### src/rtl/fifo_sched_pkg.sv
// Shared types and helpers for the FIFO write-side scheduler.
//   state_e : scheduler state (IDLE = no grant, XFER = grant held)
//   BCNT_W  : width of the per-grant burst counter
//   clog2   : index width helper (never returns less than 1)
package fifo_sched_pkg;

  typedef enum logic {
    IDLE = 1'b0,
    XFER = 1'b1
  } state_e;

  localparam int BCNT_W = 8;

  function automatic int clog2(input int n);
    int r;
    r = 0;
    while ((1 << r) < n) r++;
    return (r == 0) ? 1 : r;
  endfunction

endpackage

### src/rtl/fifo_wr_scheduler_rr_pick.sv
// rr_pick: combinational round-robin selector.
//   req    : request vector
//   last   : most recently granted index; search starts at last+1 (mod NREQ)
//   winner : first requesting index found in that order
//   any    : at least one request is pending
module rr_pick
  import fifo_sched_pkg::*;
#(
  parameter  int NREQ = 4,
  localparam int GW   = clog2(NREQ)
) (
  input  logic [NREQ-1:0] req,
  input  logic [GW-1:0]   last,
  output logic [GW-1:0]   winner,
  output logic            any
);

  logic          found;
  logic [GW-1:0] idx;

  assign any = |req;

  // Walk the ring once starting just after the previous winner; the first
  // hit wins, so the previous winner is considered last.
  always_comb begin
    winner = '0;
    found  = 1'b0;
    idx    = '0;
    for (int k = 1; k <= NREQ; k++) begin
      idx = GW'((int'(last) + k) % NREQ);
      if (!found && req[idx]) begin
        winner = idx;
        found  = 1'b1;
      end
    end
  end

endmodule

### src/rtl/fifo_wr_scheduler.sv
// fifo_wr_scheduler: shares one asyn_fifo write port among NREQ requesters
// in the FIFO's write clock domain. Grants one requester per packet burst
// (round-robin), gates each word on almost_full/full, and drives the FIFO
// write pins from registers.
//   clk, rst             : write clock, async active-high reset
//   clr                  : sync clear (tie to the FIFO's clr_a)
//   req/req_data/req_last: per-requester word valid, data, end-of-packet
//   ack                  : one-hot, combinational word-accepted strobe
//   fifo_almost_full/full: FIFO flags, gate acceptance combinationally
//   fifo_write/_data     : registered FIFO write pins
//   grant_id, busy       : current/last grant, high while a grant is held
// The FIFO needs AF_THRESHOLD >= 2: one cycle of write-register lag plus one
// cycle before the FIFO's own fill count reflects the write.
module fifo_wr_scheduler
  import fifo_sched_pkg::*;
#(
  parameter  int NREQ      = 4,
  parameter  int DBITWIDTH = 32,
  parameter  int MAX_BURST = 8,
  localparam int GW        = clog2(NREQ)
) (
  input  logic                      clk,
  input  logic                      rst,
  input  logic                      clr,
  input  logic [NREQ-1:0]           req,
  input  logic [NREQ*DBITWIDTH-1:0] req_data,
  input  logic [NREQ-1:0]           req_last,
  output logic [NREQ-1:0]           ack,
  input  logic                      fifo_almost_full,
  input  logic                      fifo_full,
  output logic                      fifo_write,
  output logic [DBITWIDTH-1:0]      fifo_write_data,
  output logic [GW-1:0]             grant_id,
  output logic                      busy
);

  state_e               state, next_state;
  logic [BCNT_W-1:0]    bcnt;
  logic [GW-1:0]        last, winner;
  logic                 any, accept, rel;
  logic [DBITWIDTH-1:0] gdata;

  rr_pick #(.NREQ(NREQ)) u_pick (
    .req    (req),
    .last   (last),
    .winner (winner),
    .any    (any)
  );

  assign gdata  = req_data[int'(grant_id)*DBITWIDTH +: DBITWIDTH];
  assign accept = (state == XFER) & req[grant_id] & ~fifo_almost_full & ~fifo_full;
  // End of packet and burst cap landing on the same word is a single release.
  assign rel    = accept & (req_last[grant_id] | (bcnt == BCNT_W'(MAX_BURST - 1)));

  // State register
  always_ff @(posedge clk or posedge rst) begin
    if (rst)      state <= IDLE;
    else if (clr) state <= IDLE;
    else          state <= next_state;
  end

  // Next-state logic. A dropped req in XFER just holds the grant: leaving
  // mid-packet would interleave packets in the FIFO.
  always_comb begin
    next_state = state;
    case (state)
      IDLE:    if (any) next_state = XFER;
      XFER:    if (rel) next_state = IDLE;
      default: next_state = IDLE;
    endcase
  end

  // Outputs
  always_comb begin
    ack           = '0;
    ack[grant_id] = accept;
    busy          = (state == XFER);
  end

  // Grant, burst counter and FIFO write registers
  always_ff @(posedge clk or posedge rst) begin
    if (rst) begin
      last            <= GW'(NREQ - 1);
      grant_id        <= '0;
      bcnt            <= '0;
      fifo_write      <= 1'b0;
      fifo_write_data <= '0;
    end else if (clr) begin
      last       <= GW'(NREQ - 1);
      grant_id   <= '0;
      bcnt       <= '0;
      fifo_write <= 1'b0;
    end else begin
      fifo_write <= accept;
      if (state == IDLE && any) begin
        grant_id <= winner;
        last     <= winner;
        bcnt     <= '0;
      end
      if (accept) begin
        fifo_write_data <= gdata;
        bcnt            <= bcnt + 1'b1;
      end
    end
  end

endmodule
### config.mk
export PLATFORM = sky130hd
export DESIGN_NAME = fifo_wr_scheduler
export DESIGN_NICKNAME = d
export VERILOG_FILES = /design/src/rtl/fifo_sched_pkg.sv /design/src/rtl/fifo_wr_scheduler_rr_pick.sv /design/src/rtl/fifo_wr_scheduler.sv
export SDC_FILE = /design/constraint.sdc
export NUM_CORES = 1
export LEC_CHECK = 0
export ABC_CLOCK_PERIOD_IN_PS = 2500
export BUFFER_PORTS_ARGS = -buffer_cell sky130_fd_sc_hd__buf_2
export CAP_MARGIN = 0
export CORE_MARGIN = 1.5
export CORE_UTILIZATION = 48
export CTS_BUF_LIST = sky130_fd_sc_hd__clkbuf_4 sky130_fd_sc_hd__clkbuf_8
export DETAILED_ROUTE_END_ITERATION = 10
export PLACE_DENSITY = 0.89
export RECOVER_POWER = 50
export SETUP_SLACK_MARGIN = 0.05
export SLEW_MARGIN = 20
export SYNTH_ARGS = -nofsm -noshare
export SYNTH_HDL_FRONTEND = slang
export SYNTH_HIERARCHICAL = 1
export SYNTH_SLANG_ARGS = --single-unit
### constraint.sdc
create_clock -name clk -period 2.5 [get_ports clk]
set_input_delay 0.125 -clock clk [delete_from_list [all_inputs] [get_ports clk]]
set_output_delay 0.125 -clock clk [all_outputs]
set_load 0.005 [all_outputs]
# --- Word level (Yosys, flattened, before mapping) ---
# Index checks and enable logic that the tools add are counted.
classes:
  order_cmp: 6
  addsub: 5
  n_reduce_logical: 12
  eq_ne: 1
  n_bitwise: 10
  shifts: 1
  mux: 32
op_table:
  columns: ["operator", "n"]
  rows:
  - ["$shiftx 128x8->32", 1]
  - ["$mux 8", 3]
  - ["$lt 2x3->1 const B", 5]
  - ["$mux 1", 14]
  - ["$mux 2", 7]
  - ["$bmux 1 s2", 6]
  - ["$add 8x1->8 const B", 1]
  - ["$eq 8x3->1 const B", 1]
  - ["$logic_and 1x1->1", 5]
  - ["$add 2x1->2 const B", 2]
  - ["$add 2x2->2 const B", 2]
  - ["$and 1x1->1", 4]
  - ["$and 4x4->4", 1]
  - ["$not 1->1", 4]
  - ["$reduce_or 4->1", 1]
  - ["$logic_not 1->1", 3]
  - ["$reduce_bool 3->1", 1]
  - ["$demux 1 s2", 1]
  - ["$ge 2x1->1 const B", 1]
  - ["$pmux 1 s2", 1]
  - ["$reduce_and 2->1", 1]
  - ["$reduce_bool 2->1", 1]
  - ["$or 1x1->1", 1]
totals:
  word_cells: 73
  output_inout_bits: 40
  ff_bits: 46
  in_bits: 141

# --- Logic depth before layout (Yosys ltp) ---
logic_depth:
  word_depth: 15
  mapped_depth: 7
  depth_no_buf: 6

# --- Modules after synthesis ---
# Netlist, hierarchy kept.
modules_own_cells:
  columns: ["module", "area_per_inst_um2", "instances", "seq_area_each_um2", "cells_per_inst"]
  rows:
  - ["fifo_wr_scheduler", 2751.4, 1, 1153.6, 256]
  - ["rr_pick", 81.3, 1, 0.0, 14]

# --- Worst setup path after synthesis ---
# No wires, ideal clock.
synth_path:
  kind: "register -> register"
  startpoint: "reg grant_id[0]"
  endpoint: "reg bcnt[6]"
  synth_period_minus_slack_ns: 1.707
  arrival_time_ns: 1.581
  setup_time_ns: 0.126
  required_time_ns: 2.374
  setup_slack_ns: 0.793
  path_stages_with_launch: 7
  path_cell_list: "dfrtp_1 buf_6 mux4_2 nand2_2 buf_4 nor2_1 a221o_1"
synth_between:
  elab_chain_len: 7
  word_cells_on_any_way: 8
  cone_classes: "mux (4); bitwise (3); reduce/logical (1)"
synth_lines:
  columns: ["element", "line", "text"]
  rows:
  - ["from (decl)", "fifo_wr_scheduler.sv:33", "output logic [GW-1:0] grant_id,"]
  - ["from (signal assigned)", "fifo_wr_scheduler.sv:96", "grant_id <= winner;"]
  - ["$bmux 1 s2 *", "fifo_wr_scheduler.sv:51", "assign accept = (state == XFER) & req[grant_id] & ~fifo_almost_full & ~fifo_full;"]
  - ["$mux 1 (not written as such) *", "fifo_wr_scheduler.sv:51", null]
  - ["$and 1x1->1 * (3 in a row)", "fifo_wr_scheduler.sv:51", null]
  - ["$mux 8", "fifo_wr_scheduler.sv:100", "if (accept) begin"]
  - ["$mux 8", "fifo_wr_scheduler.sv:88", "end else if (clr) begin"]
  - ["to (signal assigned)", "fifo_wr_scheduler.sv:102", "bcnt <= bcnt + 1'b1;"]
  - ["to (decl)", "fifo_wr_scheduler.sv:38", "logic [BCNT_W-1:0] bcnt;"]
# Every way passes the cells marked *; elsewhere a longest branch is shown, timed or not. The select of a mux whose other input is x is not followed.
# A chain may end at the register's enable or synchronous reset.

# --- Final worst setup path ---
# Ends and elaborated chain as after synthesis.

==> flow_summary_export.csv <==
group,metric,value,unit
worst_setup_path,crit_type,"register to register",
clock_network,clk_latency,290,ps
sta,hold_viol,0,
logic_synthesis,ys_seq_area_share,40.7,%
clock_network,cts.sinks,46,
pwr,switching_share,29.3,%
floorplanning,fp.coreArea,5610,µm²
floorplanning,die_area,6370,µm²
sta,fin_crit,2230,ps
worst_setup_path,startpoint,"grant_id[0]$_DFFE_PP0P_",
run_status,status,"complete, but fails checks",
logic_synthesis,synth_cell_type_count,35,
route,dr.pass1.iters,4,
route,vias_per_cell,5.43,
worst_setup_path,worstPathMaxFanout,42,
min_path,hp-start,"clr",
route,routedWlPerCell,16.0,µm
route,num_vias,2805,
sta,totalNegativeSetupSlack,0,ps
logic_synthesis,syn_area,2830,µm²
global_route,grtUsageTotal,26.4,%
placement,dp_hpwl,6420,µm
clock_network,htreeDepth,2,
worst_setup_path,worstPathArrival,2400,ps
global_route,grt_max_degree,47,
clock_network,clk_pin_slew_worst_paths,80,ps
route,drtIter0Drc,145,
pwr,leakage,1.98,nW
run_status,violations,"capacitance limit, slew limit",
sta,slew_viol_final,47,
route,ant_nets,0,
placement,globalplace.congestion,0.782,
cells_and_area,syn_to_final_growth,36.3,%
pwr,power.internal,1.58,mW
pwr,ir_drop,0.325,mV
worst_setup_path,timing.rr.start,"grant_id[0]$_DFFE_PP0P_",
sta,max_freq,449,MHz
cells_and_area,design_area,3860,µm²
logic_synthesis,synthCells,270,
worst_setup_path,start_kind,"register",
pwr,powerDensity,579,nW/µm²
global_route,grt_pass1_vias,2736,
pwr,switchingPower,0.655,mW
pwr,pwr-share-seq,44.9,%
cells_and_area,n_antenna_cell,0,
global_route,grt.overflow.total,0,
pwr,power_frac_comb,30.0,%
logic_synthesis,synth.avg_cell_area,10.5,µm²
route,drc,0,
clock_network,cts_hold_buffers,0,
logic_synthesis,syn-num-nets,412,
worst_setup_path,required,2670,ps
floorplanning,die_x,79.8,µm
sta,slew-limit-headroom,-10.9,%
sta,max_slew.worst_pin.slew,1660,ps
sta,rsz0062_at_grt,"false",
floorplanning,die_h,79.8,µm
sta,skew,4.40,ps
clock_network,post_cts_buffers,0,
global_route,grt_pass1_wl,12700,µm
global_route,antenna_found_initial,0,
clock_network,cts-root-buf,"clkbuf_8",
clock_network,cts_resized,0,
floorplanning,start_util,50.5,%
run,maxCapViolCount,1,
floorplanning,rows,27,
pwr,p_clk_share,25.1,%
placement,portBuffers,180,
min_path,min_path_type,"primary input to register",
floorplanning,io_pins,181,
clock_network,clockBufferDepth,2,
logic_synthesis,ys_ff_latch,46,
cells_and_area,drive_gt1_share,48.8,%
sta,setup_viol,0,
worst_setup_path,critPathCaptureType,"register",
logic_synthesis,yosys_warnings,6,
clock_network,cts_tree,"built",
placement,placed_area,3760,µm²
route,wl,8280,µm
cells_and_area,fin_nets,586,
cells_and_area,fin_util,68.8,%
sta,fin_crit_sh,89.1,%
clock_network,numCtsBuffers,5,
==> flip-flops by register name (all words and copies together), names as in the netlist <==
signal and count:
grant_id 2, bcnt 8, busy 1, last 2, fifo_write_data 32, fifo_write 1
==> critical path: stages (launching register included) <==
cell and delay [ps]:
dfrtp_2 380, mux4_2 560, nand2_2 340, inv_2 380, a221o_1 430
==> final cells by class <==
cell class              count  area, µm²
multi-input cells         203       1570
inverters                   5       18.8
flip-flops and latches     46       1150
repair buffers            183        911
clock buffers               7       83.8
well taps                  72       90.1
clock inverters             1       30.0
fillers                   471       1750
==> cells in the final DEF, fill, tap and decap left out, drive strengths merged <==
master / count
nand2b: 3
clkbuf: 17
bufinv: 1
mux2i: 3
nor2b: 2
ha: 1
a31oi: 1
a221o: 1
nor4b: 1
dfstp: 2
a311oi: 1
a21o: 1
a22o: 1
inv: 5
o221ai: 1
buf: 173
nand2: 117
o21ai: 3
nor3b: 3
a21oi: 10
a211oi: 1
nand3: 5
dfrtp: 44
o311ai: 2
or3: 2
and3: 1
mux4: 34
nor2: 6
nor3: 3
==> power by group through the flow <==
stage / clock network (mW) / logic, mW / registers [mW]
2_1_floorplan: 0 / 0.329 / 1.02
3_3_place_gp: 0 / 0.655 / 1.01
3_5_place_dp: 0 / 0.692 / 1.01
4_1_cts: 0.568 / 0.692 / 1.00
5_1_grt: 0.612 / 0.747 / 1.02
6_report: 0.562 / 0.670 / 1.00
==> synth_stat cells (all sizes together) <==
| cell | count | area share (%) |
|---|---|---|
| a31oi | 1 | 0.22 |
| a311oi | 1 | 0.31 |
| a221o | 1 | 0.35 |
| ha | 1 | 0.44 |
| o21ai | 3 | 0.53 |
| nor3b | 3 | 0.79 |
| clkbuf | 3 | 0.40 |
| o221ai | 1 | 0.53 |
| a211oi | 1 | 0.71 |
| o311ai | 2 | 0.62 |
| and3 | 1 | 0.22 |
| nor4b | 1 | 0.31 |
| nand2b | 3 | 0.66 |
| mux2i | 3 | 1.1 |
| dfrtp | 44 | 39 |
| or3 | 2 | 0.44 |
| a22o | 1 | 0.31 |
| nor3 | 3 | 0.53 |
| nor2 | 6 | 0.79 |
| nand3 | 5 | 0.88 |
| inv | 5 | 0.66 |
| a21o | 1 | 0.27 |
| buf | 13 | 2.7 |
| dfstp | 2 | 1.9 |
| a21oi | 10 | 1.8 |
| nand2 | 117 | 16 |
| nor2b | 2 | 0.44 |
| mux4 | 34 | 28 |
==> routing by layer <==
layer	share of wire [%]	track usage [%]	vias to the layer above	routed length, µm
met3	6.7	4.57	13	558
met1	37	32.0	1350	3090
li1	-	-	1303	-
met4	1.6	8.10	0	135
met5	0	0	-	0
met2	54	48.0	139	4490
==> kinds of logic (layout without fill, tap and decap cells) <==
group	count (synthesis)	in the layout	synth area share [%]
adders and majority gates	1	1	0.442
and+or+nand+nor	143	143	20.7
DFF	46	46	40.7
buffers and inverters	21	196	3.80
AOI/OAI and AO/OA	22	22	5.61
muxes	37	37	28.8
==> stage by stage <==
step / total power, mW / worst slack [ps] / cells / hold WS [ps]
5_1_grt: 2.38 / 137 / 517 / 97.9
2_1_floorplan: 1.35 / 793 / 270 / 188
3_3_place_gp: 1.66 / 362 / 509 / 383
6_report: 2.24 / 273 / 517 / 100
3_5_place_dp: 1.70 / 283 / 509 / 399
4_1_cts: 2.26 / 267 / 517 / 80.0
==> final timing paths <==
| check | endpoint | slack [ps] | cells past startpoint |
|---|---|---|---|
| max | bcnt[6]$_DFFE_PP0P_ | 270 | 4 |
| min | grant_id[0]$_DFFE_PP0P_ | 100 | 2 |
| max reg2reg | bcnt[6]$_DFFE_PP0P_ | 270 | 4 |
| min reg2reg | fifo_write_data[16]$_DFFE_PP0P_ | 470 | 2 |
| max in group asynchronous | grant_id[0]$_DFFE_PP0P_ | 1080 | 2 |
| min in group asynchronous | fifo_write_data[23]$_DFFE_PP0P_ | 340 | 2 |
Note: power is estimated with default switching activity, not from simulation.
